## config.mk

```make
export PLATFORM = sky130hd
export DESIGN_NAME = demux_8ch_deserializer
export DESIGN_NICKNAME = d
export VERILOG_FILES = /design/src/rtl/demux_8ch_deserializer.sv
export SDC_FILE = /design/constraint.sdc
export NUM_CORES = 1
export LEC_CHECK = 0
export BUFFER_PORTS_ARGS = -buffer_cell sky130_fd_sc_hd__buf_4
export CAP_MARGIN = 0
export CORE_ASPECT_RATIO = 2
export CORE_MARGIN = 3
export CORE_UTILIZATION = 55
export CTS_CLUSTER_SIZE = 10
export DETAILED_ROUTE_END_ITERATION = 7
export GPL_TIMING_DRIVEN = 0
export PLACE_DENSITY = 0.83
export SYNTH_ARGS = -nofsm -noshare
export SYNTH_HDL_FRONTEND = slang
export SYNTH_SLANG_ARGS = --single-unit
```

## constraint.sdc

```tcl
create_clock -name clk -period 11.7 [get_ports clk]
set_clock_uncertainty 0.15 [all_clocks]
set_input_delay 1.17 -clock clk [delete_from_list [all_inputs] [get_ports clk]]
set_output_delay 1.17 -clock clk [all_outputs]
set_load 0.02 [all_outputs]
```

## src/rtl/demux_8ch_deserializer.sv

```systemverilog
// -----------------------------------------------------------------------------
// demux_8ch_deserializer
//
// Rebuilds WORD_W-bit words from the serial bit stream of a 1-to-8 demux.
// Each channel has its own shift register (MSB first), bit counter and full
// flag. Completed words are handed round-robin to one valid/ready output slot
// tagged with the source channel.
//
// Ports:
//   clk        rising-edge clock
//   rst_n      asynchronous active-low reset
//   bit_valid  y/s carry a valid bit this cycle
//   y[7:0]     demux output bus; only lane y[s] is used
//   s[2:0]     channel select that steered the demux
//   out_valid  out_data/out_ch hold a completed word
//   out_ready  consumer accepts the word
//   out_data   assembled word (WORD_W bits)
//   out_ch     source channel of out_data
//   busy       any partial word, any full channel, or out_valid
//
// Optional build macro DESER_OVF_STATUS_EN adds:
//   ovf[7:0]   sticky per-channel dropped-bit flags
//   ovf_clr    synchronous clear of all ovf bits (a same-edge drop wins)
// -----------------------------------------------------------------------------
module demux_8ch_deserializer #(
    parameter int WORD_W = 8
) (
    input  logic              clk,
    input  logic              rst_n,
    input  logic              bit_valid,
    input  logic [7:0]        y,
    input  logic [2:0]        s,
    output logic              out_valid,
    input  logic              out_ready,
    output logic [WORD_W-1:0] out_data,
    output logic [2:0]        out_ch,
`ifdef DESER_OVF_STATUS_EN
    output logic [7:0]        ovf,
    input  logic              ovf_clr,
`endif
    output logic              busy
);

    localparam int               CNT_W    = $clog2(WORD_W);
    localparam logic [CNT_W-1:0] CNT_LAST = CNT_W'(WORD_W - 1);

    logic [WORD_W-1:0] sr_q  [8];
    logic [WORD_W-1:0] sr_d  [8];
    logic [CNT_W-1:0]  cnt_q [8];
    logic [CNT_W-1:0]  cnt_d [8];
    logic [7:0]        full_q, full_d;
    logic [2:0]        last_grant_q, last_grant_d;

    logic              out_valid_q, out_valid_d;
    logic [WORD_W-1:0] out_data_q, out_data_d;
    logic [2:0]        out_ch_q, out_ch_d;

    logic              slot_load;
    logic              grant_vld;
    logic [2:0]        grant_ch;
    logic [2:0]        rr_idx;

`ifdef DESER_OVF_STATUS_EN
    logic [7:0]        drop;
    logic [7:0]        ovf_q, ovf_d;
`endif

    assign slot_load = !out_valid_q || out_ready;

    // Round-robin search starting just after the last granted channel; the
    // eighth step lands on last_grant itself so it has lowest priority.
    always_comb begin
        grant_vld = 1'b0;
        grant_ch  = last_grant_q;
        rr_idx    = last_grant_q;
        for (int i = 1; i <= 8; i++) begin
            rr_idx = last_grant_q + 3'(i);
            if (!grant_vld && full_q[rr_idx]) begin
                grant_vld = 1'b1;
                grant_ch  = rr_idx;
            end
        end
        if (!slot_load) begin
            grant_vld = 1'b0;
        end
    end

    // Per-channel assembly. A full channel still accepts a bit when it is
    // being granted on the same edge: its counter is already 0, so the bit
    // starts a fresh word while the output slot takes the pre-shift word.
    always_comb begin
        sr_d   = sr_q;
        cnt_d  = cnt_q;
        full_d = full_q;
`ifdef DESER_OVF_STATUS_EN
        drop   = 8'h00;
`endif
        if (grant_vld) begin
            full_d[grant_ch] = 1'b0;
        end
        if (bit_valid) begin
            if (!full_q[s] || (grant_vld && grant_ch == s)) begin
                sr_d[s] = {sr_q[s][WORD_W-2:0], y[s]};
                if (cnt_q[s] == CNT_LAST) begin
                    cnt_d[s]  = '0;
                    full_d[s] = 1'b1;
                end else begin
                    cnt_d[s] = cnt_q[s] + CNT_W'(1);
                end
            end else begin
`ifdef DESER_OVF_STATUS_EN
                drop[s] = 1'b1;
`endif
            end
        end
    end

    always_comb begin
        out_valid_d  = out_valid_q;
        out_data_d   = out_data_q;
        out_ch_d     = out_ch_q;
        last_grant_d = last_grant_q;
        if (grant_vld) begin
            out_valid_d  = 1'b1;
            out_data_d   = sr_q[grant_ch];
            out_ch_d     = grant_ch;
            last_grant_d = grant_ch;
        end else if (slot_load) begin
            out_valid_d = 1'b0;
        end
    end

`ifdef DESER_OVF_STATUS_EN
    always_comb begin
        ovf_d = ovf_clr ? 8'h00 : ovf_q;
        ovf_d = ovf_d | drop;
    end
`endif

    always_ff @(posedge clk or negedge rst_n) begin
        if (!rst_n) begin
            for (int c = 0; c < 8; c++) begin
                sr_q[c]  <= '0;
                cnt_q[c] <= '0;
            end
            full_q       <= 8'h00;
            last_grant_q <= 3'd7;
            out_valid_q  <= 1'b0;
            out_data_q   <= '0;
            out_ch_q     <= 3'd0;
`ifdef DESER_OVF_STATUS_EN
            ovf_q        <= 8'h00;
`endif
        end else begin
            sr_q         <= sr_d;
            cnt_q        <= cnt_d;
            full_q       <= full_d;
            last_grant_q <= last_grant_d;
            out_valid_q  <= out_valid_d;
            out_data_q   <= out_data_d;
            out_ch_q     <= out_ch_d;
`ifdef DESER_OVF_STATUS_EN
            ovf_q        <= ovf_d;
`endif
        end
    end

    always_comb begin
        busy = out_valid_q | (|full_q);
        for (int c = 0; c < 8; c++) begin
            if (cnt_q[c] != '0) begin
                busy = 1'b1;
            end
        end
    end

    assign out_valid = out_valid_q;
    assign out_data  = out_data_q;
    assign out_ch    = out_ch_q;
`ifdef DESER_OVF_STATUS_EN
    assign ovf       = ovf_q;
`endif

endmodule

```

==> flow_summary.toml <==
[logic_synthesis]
synth_edf_count = 0
synth-main-ff-cell = "dfrtp_1"
yosysSeqAreaShare_pct = 40.20
syn-num-nets = 621
avgSynthCellArea_sq_um = 11.49
synth_cell_types = 64
synth.cell_area_sq_um = 6919
synth_cells = 602
ys_warn_count = 0
synth_seq_cells = 111
synthArstFlopShare_pct = 100.0

[sta]
tightest_slew_ns = 1.051
fin_tns_setup_ns = 0
hold_violations = 0
hold-worst-slack_ns = 0.3404
rsz0062_at_grt = "false"
slew_violations = 0
fin_crit_sh_pct = 50.77
max_freq_mhz = 168.3
relSlewSlack_pct = 29.95
setup_viol = 0
fin_crit_ns = 5.940

[floorplanning]
die_width_microns = 85.31
fp.dieH_microns = 164.6
rows = 57
start_util_pct = 56.74
core_sq_um = 12200
pin_count = 28
dieArea_sq_um = 14040

[drt]
wirelength_microns = 20860
drcViolationCount = 0
ant_nets = 0
wl_per_cell_microns = 26.30
drt_iter0_markers = 737
firstDrtPassIters = 6
via_count = 5739
vias_per_cell = 7.237

[global_route]
grt_usage_pct = 30.83
antenna_found_initial = 0
grt_max_degree = 112
grt_overflow_total = 0
grt_pass1_vias = 6020
grt_pass1_wl_microns = 33110

[final_layout]
mostFrequentLayoutCell = "dfrtp_1"
nets = 660
mostFrequentLayoutCells = "dfrtp_1, mux2_4, nand2_1"
area_growth_pct = 10.60
num_antenna_cells = 0
finalInstanceArea_sq_um = 7652
drive_gt1_share_pct = 27.86
layoutNonFillerInstCount = 793

[critical_path]
reg2reg_depth = 14
crit_path_start_kind = "flop"
endpoint_kind = "flop"
worst_ep_arrival_time_ns = 6.01
startpoint = "last_grant_q[1]"
r2r_end = "full_q[1]"
reg2reg_setup_slack_ns = 5.76
worst-path-max-fanout = 10
cp.required_ns = 11.77
crit_type = "flop to flop"
r2r_start = "last_grant_q[1]"
endpoint = "full_q[1]"

[clock_network]
cts_made_buffers = 9
post_cts_buffers = 0
cts_tree = "done"
root_buffer = "clkbuf_16"
clock_latency_ns = 0.35
cts_sinks = 111
htree_levels = 3
cts.reportedPaths.clkPinSlew_ns = 0.07
cts_resized = 0
max-clock-path-buffers = 2
cts_hold_buf = 0

[hold_path]
min_path_type = "flop to flop"
hold_depth = 1

[place]
placed_cell_area_sq_um = 7306
dp_hpwl_microns = 14350
gp_congestion = 0.9706
port_buffers = 27
dp.cells = 776

[run_status]
status = "finished clean"

[job]
cap_violations = 0
==> cell type report <==
type	instances	area [sq um]
inverter	6	22.52
tap	147	183.9
multi-input combinational	437	3866
clock buffer	11	232.7
clock inverter	5	82.58
fill	911	4543
buffer	48	249.0
timing repair buffer	28	234.0
sequential	111	2781
==> worst min-delay path by stage <==
stage	from	endpoint	slack (ns)
after detailed placement	out_data[2]	out_data[2]	0.32
after global placement	out_data[1]	out_data[1]	0.32
final	out_ch[2]	out_ch[2]	0.34
after global routing	out_ch[2]	out_ch[2]	0.36
after floorplan	cnt_q[12]	cnt_q[12]	0.32
after CTS	out_ch[2]	out_ch[2]	0.35
==> flip-flops by register name (all words and copies together) (netlist names) <==
name	flops
cnt_q	24
full_q	8
last_grant_q	3
out_ch	3
out_data	8
out_valid	1
sr_q	64
==> stage by stage <==
stage          setup WS, ns  util [%]
3_3_place_gp          5.922     59.91
2_1_floorplan         6.845         -
6_report              5.760     62.75
3_5_place_dp          5.831     59.91
4_1_cts               5.817     62.49
5_1_grt               5.354     62.75
==> cells in the mapped netlist, types with 9 or more instances <==
cell | instances | area (sq um)
mux2i_1 | 18 | 180.2
mux2_2 | 11 | 123.9
o21ai_0 | 15 | 75.07
a21oi_1 | 16 | 80.08
nor2_1 | 17 | 63.81
a22oi_1 | 49 | 367.9
dfrtp_1 | 108 | 2703
clkbuf_1 | 31 | 116.4
nand2_1 | 56 | 210.2
nand4_1 | 14 | 87.58
mux2_1 | 10 | 112.6
mux2_4 | 80 | 1201
mux4_2 | 12 | 270.3
nor4_1 | 9 | 56.30
==> worst max-delay path, stage by stage, from the launching register on <==
cell      delay (ns)
dfstp_2         0.53
buf_2           0.20
buf_2           0.27
inv_1           0.18
ha_1            0.37
buf_1           0.47
mux4_2          0.69
a21o_1          0.19
a211o_1         0.39
xnor2_1         0.53
clkbuf_1        0.46
clkbuf_1        0.55
nand2_1         0.20
o31ai_1         0.49
o21ai_1         0.12
==> kinds of logic (layout without fill, tap and decap cells) <==
| logic type | count (synthesis) | in the layout | share of synthesized area [%] |
|---|---|---|---|
| muxes | 131 | 131 | 27.29 |
| DFF | 111 | 111 | 40.20 |
| AOI/OAI and AO/OA | 139 | 139 | 14.18 |
| buffers and inverters | 54 | 98 | 3.924 |
| xor gates and xnor gates | 8 | 8 | 1.284 |
| adders and majority gates | 4 | 4 | 0.7234 |
| and+or+nand+nor | 155 | 155 | 12.40 |
==> routing by layer <==
layer	track usage, %	share of wire (%)
met1	33.08	33
met2	52.87	51
met3	5.192	8.6
met4	23.92	7.8
met5	0	0
Power is not shown: default switching activity piles up to over one toggle a cycle in this logic, so the estimate is an artifact.
